`config.mk`:
```
export PLATFORM = sky130hd
export DESIGN_NAME = spm_row_accumulator
export DESIGN_NICKNAME = d
export VERILOG_FILES = /design/src/rtl/spm_pkg.sv /design/src/rtl/spm_acc_adder.sv /design/src/rtl/spm_row_accumulator.sv
export SDC_FILE = /design/constraint.sdc
export NUM_CORES = 1
export LEC_CHECK = 0
export CORE_ASPECT_RATIO = 0.5
export CORE_UTILIZATION = 41
export CTS_CLUSTER_SIZE = 10
export DETAILED_ROUTE_END_ITERATION = 10
export PLACE_DENSITY = 0.7
export SLEW_MARGIN = 20
export SYNTH_ARGS = -nofsm -noshare
export SYNTH_HDL_FRONTEND = slang
export SYNTH_SLANG_ARGS = --single-unit
```
`constraint.sdc`:
```
create_clock -name clk -period 5.8 [get_ports clk]
set_input_delay 1.16 -clock clk [delete_from_list [all_inputs] [get_ports clk]]
set_output_delay 1.16 -clock clk [all_outputs]
set_load 0.03 [all_outputs]
```
`src/rtl/spm_pkg.sv`:
```
// Shared types for the sparse-matrix row accumulator: default widths, FSM state and result record.
package spm_pkg;

  localparam int SPM_ELE_W_DEFAULT = 32;
  localparam int SPM_CNT_W_DEFAULT = 16;

  typedef enum logic {
    IDLE = 1'b0,
    ACC  = 1'b1
  } acc_state_t;

  typedef struct packed {
    logic [SPM_ELE_W_DEFAULT-1:0] row_id;
    logic [SPM_ELE_W_DEFAULT-1:0] sum;
    logic [SPM_CNT_W_DEFAULT-1:0] count;
  } spm_result_t;

endpackage

```
`src/rtl/spm_acc_adder.sv`:
```
// Row-sum adder: wraps modulo 2^W by default; with SPM_ACC_SAT_EN it clamps signed overflow.
// Purely combinational; the accumulator state lives in the top module.
module spm_acc_adder
  import spm_pkg::*;
#(
  parameter int W = SPM_ELE_W_DEFAULT
) (
  input  logic [W-1:0] a,
  input  logic [W-1:0] b,
  output logic [W-1:0] sum
);

  logic [W-1:0] raw;
  assign raw = a + b;

`ifdef SPM_ACC_SAT_EN
  // Overflow only when both operands share a sign that the raw result lost.
  always_comb begin
    sum = raw;
    if ((a[W-1] == b[W-1]) && (raw[W-1] != a[W-1])) begin
      sum = a[W-1] ? {1'b1, {(W-1){1'b0}}} : {1'b0, {(W-1){1'b1}}};
    end
  end
`else
  assign sum = raw;
`endif

endmodule

```
`src/rtl/spm_row_accumulator.sv`:
```
// Sums consecutive product beats sharing a row ID and emits one (row, sum, count) result per row.
// One-cycle result latency; a new row or flush stalls while an unaccepted result is pending.
module spm_row_accumulator
  import spm_pkg::*;
#(
  parameter int SPM_ELE_W = SPM_ELE_W_DEFAULT,
  parameter int CNT_W     = SPM_CNT_W_DEFAULT
) (
  input  logic                 clk,
  input  logic                 rst_n,
  input  logic                 in_valid,
  output logic                 in_ready,
  input  logic [SPM_ELE_W-1:0] in_row_id,
  input  logic [SPM_ELE_W-1:0] in_product,
  input  logic                 flush,
  output logic                 out_valid,
  input  logic                 out_ready,
  output logic [SPM_ELE_W-1:0] out_row_id,
  output logic [SPM_ELE_W-1:0] out_sum,
  output logic [CNT_W-1:0]     out_count,
  output logic                 busy
);

  localparam logic [CNT_W-1:0] CNT_MAX = '1;
  localparam logic [CNT_W-1:0] CNT_ONE = CNT_W'(1);

  acc_state_t           state_q, state_d;
  logic [SPM_ELE_W-1:0] acc_row_q, acc_row_d;
  logic [SPM_ELE_W-1:0] acc_sum_q, acc_sum_d;
  logic [CNT_W-1:0]     acc_cnt_q, acc_cnt_d;
  logic                 out_vld_q, out_vld_d;
  logic [SPM_ELE_W-1:0] out_row_q, out_row_d;
  logic [SPM_ELE_W-1:0] out_sum_q, out_sum_d;
  logic [CNT_W-1:0]     out_cnt_q, out_cnt_d;

  logic                 slot_free;
  logic                 accept;
  logic                 row_hit;
  logic                 close_row;
  logic [SPM_ELE_W-1:0] add_sum;

  spm_acc_adder #(.W(SPM_ELE_W)) u_adder (
    .a  (acc_sum_q),
    .b  (in_product),
    .sum(add_sum)
  );

  // in_ready is forced low while reset is asserted so no beat is lost into a clearing register.
  assign slot_free = !out_vld_q || out_ready;
  assign in_ready  = slot_free && !flush && !rst_n;
  assign accept    = in_valid && in_ready;
  assign row_hit   = (state_q == ACC) && (in_row_id == acc_row_q);

  always_comb begin
    state_d   = state_q;
    acc_row_d = acc_row_q;
    acc_sum_d = acc_sum_q;
    acc_cnt_d = acc_cnt_q;
    out_vld_d = out_vld_q;
    out_row_d = out_row_q;
    out_sum_d = out_sum_q;
    out_cnt_d = out_cnt_q;
    close_row = 1'b0;

    if (out_ready) out_vld_d = 1'b0;

    if ((state_q == ACC) && flush && slot_free) begin
      close_row = 1'b1;
      state_d   = IDLE;
    end else if (accept) begin
      if (row_hit) begin
        acc_sum_d = add_sum;
        if (acc_cnt_q != CNT_MAX) acc_cnt_d = acc_cnt_q + CNT_ONE;
      end else begin
        close_row = (state_q == ACC);
        state_d   = ACC;
        acc_row_d = in_row_id;
        acc_sum_d = in_product;
        acc_cnt_d = CNT_ONE;
      end
    end

    // A closing event overrides the consume so a back-to-back result has no bubble.
    if (close_row) begin
      out_vld_d = 1'b1;
      out_row_d = acc_row_q;
      out_sum_d = acc_sum_q;
      out_cnt_d = acc_cnt_q;
    end
  end

  always_ff @(posedge clk or posedge rst_n) begin
    if (rst_n) begin
      state_q   <= IDLE;
      acc_row_q <= '0;
      acc_sum_q <= '0;
      acc_cnt_q <= '0;
      out_vld_q <= 1'b0;
      out_row_q <= '0;
      out_sum_q <= '0;
      out_cnt_q <= '0;
    end else begin
      state_q   <= state_d;
      acc_row_q <= acc_row_d;
      acc_sum_q <= acc_sum_d;
      acc_cnt_q <= acc_cnt_d;
      out_vld_q <= out_vld_d;
      out_row_q <= out_row_d;
      out_sum_q <= out_sum_d;
      out_cnt_q <= out_cnt_d;
    end
  end

  assign out_valid  = out_vld_q;
  assign out_row_id = out_row_q;
  assign out_sum    = out_sum_q;
  assign out_count  = out_cnt_q;
  assign busy       = (state_q == ACC);

endmodule

```
==> results.py, run 1 <==
metrics = {
    "run_status": {
        "outcome": "completed",
    },
    "worst_setup_path": {
        "critPathKind": "in -> reg",
        "cp_max_fo": 53,
        "cp-endpoint": "out_row_id[21]",
        "start_kind": "input pin",
        "end_kind": "flop",
        "required_ns": 6.10,
        "startpoint": "in_row_id[3]",
        "r2r_start": "acc_row_q[3]",
        "worstPathArrival_ns": 4.37,
        "reg2reg_to": "out_row_id[21]",
        "reg2reg_depth": 8,
        "r2r_slack_ns": 2.50,
    },
    "global_route": {
        "overflow": 0,
        "grt_pass1_wl_microns": 32200,
        "grtUsageMet1": 0.248,
        "use_met3": 0.0551,
        "grt_max_degree": 65,
        "grt_usage": 0.189,
        "grt_util_met2": 0.307,
        "grt_pass1_vias": 6340,
        "antenna_found_initial": 0,
        "top_usage_layer": "met2",
    },
    "timing": {
        "setup_viol": 0,
        "clock-skew-final_ns": 0.0106,
        "fin_crit_sh": 0.701,
        "slew_violations": 0,
        "worst_slew_pin_slew_ns": 0.903,
        "finalCriticalPeriod_ns": 4.06,
        "finalHoldViolations": 0,
        "max_freq_mhz": 246,
        "rsz0062_at_grt": "false",
        "maxSlewHeadroom": 0.398,
        "setup-tns-final_ns": 0,
    },
    "synthesis": {
        "ys.flop_type": "dfrtp_1",
        "synth_seq_cells": 162,
        "syn_inst": 771,
        "syn_avg_cell_area_sq_um": 11.0,
        "synth.distinct_cells": 56,
        "seq_area_frac_synth": 0.476,
        "yosys_warnings": 0,
        "syn_nets": 873,
        "syn_area_sq_um": 8510,
        "async_reset_ff_frac": 1.00,
        "synth_edf_count": 0,
    },
    "finish": {
        "syn_to_final_growth_pct": 28.2,
        "layout_common_cells": "162 x dfrtp_1, 151 x clkdlybuf4s50_1, 114 x mux2_2",
        "final_core_util": 0.548,
        "drive_gt1_frac": 0.183,
        "final_area_sq_um": 10900,
        "nNetsFinal": 1015,
        "fillers": 1747,
        "n_antenna_cell": 0,
        "final_common_cell": "dfrtp_1",
    },
    "place": {
        "port_buffers": 151,
        "placed_area_sq_um": 10300,
        "hpwl_microns": 13900,
        "gp_congestion": 0.858,
    },
    "clocking": {
        "ctsResizeCount": 0,
        "cts_setup_buffers": 0,
        "numCtsBuffers": 17,
        "cts_num_sinks": 162,
        "h-tree-depth": 4,
        "clockRootBuffer": "clkbuf_16",
        "tritoncts": "done",
        "cts_hold_buf": 0,
        "clockBufferDepth": 2,
        "clkLatencyLatePin_ns": 0.43,
        "clkTransAtPathRegs_ns": 0.07,
    },
    "drt": {
        "antenna_left": 0,
        "finalWirelength_microns": 19500,
        "num_vias": 6311,
        "first_iter_violations": 234,
        "dr.pass1.iters": 4,
        "drc": 0,
        "route.detailed.wl_per_inst_microns": 16.4,
        "viasPerCell": 5.30,
    },
    "worst_hold_path": {
        "holdCritPathClass": "reg -> reg",
    },
    "die": {
        "dieArea_sq_um": 21400,
        "die_y_microns": 104,
        "coreArea_sq_um": 19900,
        "start_util": 0.428,
        "std_cell_rows": 36,
        "pin_count": 152,
        "die_w_microns": 206,
    },
    "pwr": {
        "totalPowerFinal_uw": 4660,
        "ir_worst_vdd_mv": 0.298,
        "p_int_uw": 2990,
        "power_frac_clock": 0.249,
        "p_switching_uw": 1670,
        "switching_share": 0.358,
        "total_leakage_power_uw": 0.00480,
        "comb_power_share": 0.396,
        "power_density_nw_per_um2": 427,
        "seq_power_share": 0.355,
    },
    "flow_run": {
        "drv_cap": 0,
    },
}
## per-stage QoR
stage	worst slack (ns)	hold WS, ns	cells
after global placement	1.35	0.488	1159
after global routing	1.40	0.522	1191
after detailed placement	1.24	0.491	1159
after floorplan	0.263	0.471	771
final	1.74	0.503	1191
after CTS	1.68	0.506	1190
## worst max-delay path: stages
cell             delay, ns
clkdlybuf4s50_1       0.43
xor2_1                0.16
nor4_1                0.45
nand4_1               0.18
nor2_1                0.52
o21ai_0               0.28
nand2_4               0.39
buf_12                0.30
mux2_2                0.38
## flip-flops by register name, summed over array words and instances (netlist names)
register and cells:
acc_cnt_q 16, acc_row_q 32, busy 1, out_valid 1, out_count 16, out_sum 32, out_row_id 32, acc_sum_q 32
## final cells by class
class,instances,area (sq um),area share
Clock buffer,18,439,0.0402
Sequential cell,162,4050,0.371
Inverter,11,46.3,0.00424
Multi-Input combinational cell,563,4290,0.393
Timing Repair Buffer,158,1600,0.146
Clock inverter,13,158,0.0144
Tap cell,266,333,0.0305
## cells by family (layout without fill, tap and decap cells)
family | count (synthesis) | in the layout | share of synthesized area
flops | 162 | 162 | 0.476
xor+xnor | 65 | 65 | 0.0669
buf+inv | 46 | 200 | 0.0229
simple gates | 181 | 181 | 0.101
fa+ha+maj | 33 | 33 | 0.0494
mux | 122 | 122 | 0.160
compound gates | 162 | 162 | 0.123
## cells in the mapped netlist (2+ instances only)
library cell  number  area (sq um)
mux2_2           114          1280
xor2_1            50           438
nand2_1           54           203
xnor2_1           15           131
or2_2              3          18.8
a21o_1            13          97.6
nand3_1           19          95.1
o21a_1             6          45.0
dfrtp_1          162          4050
ha_1              32           400
o21ai_0           38           190
nor2b_1            2          12.5
nand4_1           17           106
o21bai_1           6          45.0
or3_1              3          18.8
clkbuf_1          17          63.8
a31oi_1            4          25.0
nand2b_1           2          12.5
and4_1             3          26.3
a21oi_1           52           260
o211a_1            2          20.0
a311oi_2           2          30.0
inv_1             11          41.3
nor2_1            46           173
o21ai_1            3          15.0
a211oi_1           7          52.6
and3_1             7          43.8
o31ai_1            2          15.0
and2_1             3          18.8
mux2i_1            8          80.1
nor4_1             8          50.1
o211ai_1           8          60.1
nor3b_1            5          37.5
buf_2             18          90.1
nor3_1             8          40.0
## routing by layer
metal	vias up	wire length [microns]
met4	0	184
met3	18	1110
met5	-	0
met1	3107	8900
met2	111	9340
li1	3075	-
## power groups by stage
stage          clock network [uW]  logic [uW]  registers, uW
2_1_floorplan                   0         734           2080
3_3_place_gp                    0        1820           1670
3_5_place_dp                    0        1850           1680
4_1_cts                      1180        1860           1660
5_1_grt                      1230        1970           1700
6_report                     1160        1850           1660
## how the worst min path moves through the flow
stage                    from        endpoint  slack, ns  cells after the start
2_1_floorplan   acc_sum_q[27]   acc_sum_q[27]       0.47                      2
3_3_place_gp    out_row_id[1]   out_row_id[1]       0.49                      1
3_5_place_dp    out_count[13]   out_count[13]       0.49                      1
4_1_cts         out_count[13]   out_count[13]       0.51                      1
5_1_grt            out_sum[9]      out_sum[9]       0.52                      1
6_report       out_row_id[28]  out_row_id[28]       0.50                      1
(Power assumes the default switching activity.)
==> inputs of run 2 (changes only) <==
- PLACE_DENSITY: 0.7 -> 0.68
- clock period: 5.8 -> 3.9 ns (I/O delays scaled with it)
==> results.py, run 2 (same netlist as run 1, synthesis figures left out) <==
metrics = {
    "finish": {
        "layout_common_cells": "162 x dfrtp_1, 151 x clkdlybuf4s50_1, 114 x mux2_2",
        "final_area_sq_um": 11000,
        "drive_gt1_frac": 0.190,
        "syn_to_final_growth_pct": 29.5,
        "nNetsFinal": 1022,
        "final_common_cell": "dfrtp_1",
    },
    "clocking": {
        "clockRootBuffer": "clkbuf_16",
        "tritoncts": "done",
        "cts_hold_buf": 0,
        "ctsResizeCount": 0,
        "clkLatencyLatePin_ns": 0.43,
        "cts_num_sinks": 162,
        "clockBufferDepth": 2,
        "numCtsBuffers": 17,
        "cts_setup_buffers": 0,
        "h-tree-depth": 4,
        "clkTransAtPathRegs_ns": 0.07,
    },
    "pwr": {
        "power_density_nw_per_um2": 633,
        "ir_worst_vdd_mv": 0.334,
        "total_leakage_power_uw": 0.00485,
        "totalPowerFinal_uw": 6980,
    },
    "timing": {
        "finalCriticalPeriod_ns": 3.28,
        "setup_viol": 0,
        "rsz0062_at_grt": "false",
        "clock-skew-final_ns": 0.00992,
        "finalHoldViolations": 0,
        "max_freq_mhz": 305,
        "setup-tns-final_ns": 0,
        "fin_crit_sh": 0.840,
        "maxSlewHeadroom": 0.561,
        "fin_hold_ws_ns": 0.503,
        "worst_slew_pin_slew_ns": 0.659,
        "slew_violations": 0,
    },
    "global_route": {
        "overflow": 0,
        "grt_pass1_vias": 6613,
        "antenna_found_initial": 1,
        "grt_usage": 0.194,
        "grt_pass1_wl_microns": 32900,
        "grt_max_degree": 124,
    },
    "die": {
        "std_cell_rows": 36,
        "dieArea_sq_um": 21400,
        "die_y_microns": 104,
        "pin_count": 152,
        "start_util": 0.428,
        "coreArea_sq_um": 19900,
        "die_w_microns": 206,
    },
    "place": {
        "port_buffers": 151,
        "placed_area_sq_um": 10400,
        "hpwl_microns": 13900,
        "gp_congestion": 0.912,
    },
    "drt": {
        "antenna_left": 0,
        "finalWirelength_microns": 19600,
        "num_vias": 6365,
        "route.detailed.wl_per_inst_microns": 16.3,
        "dr.pass1.iters": 4,
        "drc": 0,
        "viasPerCell": 5.30,
        "first_iter_violations": 201,
    },
    "worst_setup_path": {
        "r2r_slack_ns": 1.07,
        "start_kind": "input pin",
        "critPathBufInv": 2,
        "crit_top_cell": "clkdlybuf4s50_1",
        "cpPeakStageDelay_ns": 0.75,
        "required_ns": 3.12,
        "end_kind": "output port",
        "cp_max_fo": 3,
        "crit_family": "buffers and inverters",
        "cp_slowest_cell": "clkdlybuf4s50_1",
        "path_cells": "clkdlybuf4s50_1, nand2b_1, nor3b_1, clkdlybuf4s50_1",
        "worstPathArrival_ns": 2.50,
        "critPathKind": "in -> out",
    },
    "flow_run": {
        "drv_cap": 0,
    },
    "run_status": {
        "outcome": "completed",
    },
    "worst_hold_path": {
        "holdCritPathClass": "reg -> reg",
    },
}
run 2: changes by cell type in the layout (fill, tap and decap cells not counted), sizes merged:
cell	previous run	this run
buf	7	14
clkinv	6	4
clkinvlp	1	3
clkbuf	18	19
diode	0	1
run 2: worst paths after layout:
kind / start / endpoint / depth (start not counted)
worst max-delay path: out_ready / in_ready / 4
worst min-delay path: out_row_id[29] / out_row_id[29] / 1
worst max register to register: acc_sum_q[0] / acc_sum_q[24] / 11
worst min register to register: out_row_id[29] / out_row_id[29] / 1
max in group asynchronous: rst_n / acc_row_q[2] / 3
min in group asynchronous: rst_n / out_sum[25] / 3
run 2: per-stage QoR:
stage / setup slack (ns) / util / cells
finish: 0.622 / 0.554 / 1200
global route: 0.513 / 0.554 / 1199
CTS: 0.619 / 0.554 / 1199
detailed placement: 0.216 / 0.522 / 1167
global placement: 0.276 / 0.521 / 1166
floorplan: 0.791 / - / 771
run 2: cell type report:
class	instances	area, sq um
Fill cell	1758	8880
Timing Repair Buffer	165	1670
Inverter	11	45.0
Clock buffer	19	453
Sequential cell	162	4050
Tap cell	266	333
Multi-Input combinational cell	563	4290
Antenna cell	1	2.50
Clock inverter	13	174
run 2: routing by layer:
metal / vias up / GRT usage / wire [microns]
met5: - / 0 / 0
met4: 0 / 0.0693 / 290
met3: 25 / 0.0576 / 1050
met2: 114 / 0.313 / 9370
met1: 3135 / 0.247 / 8850
li1: 3091 / - / -
run 2: where the power goes:
group	internal [uW]	total, uW	switching, uW
clock network	1050	1770	718
registers	2150	2460	303
logic	1290	2750	1470
total	4490	6980	2490
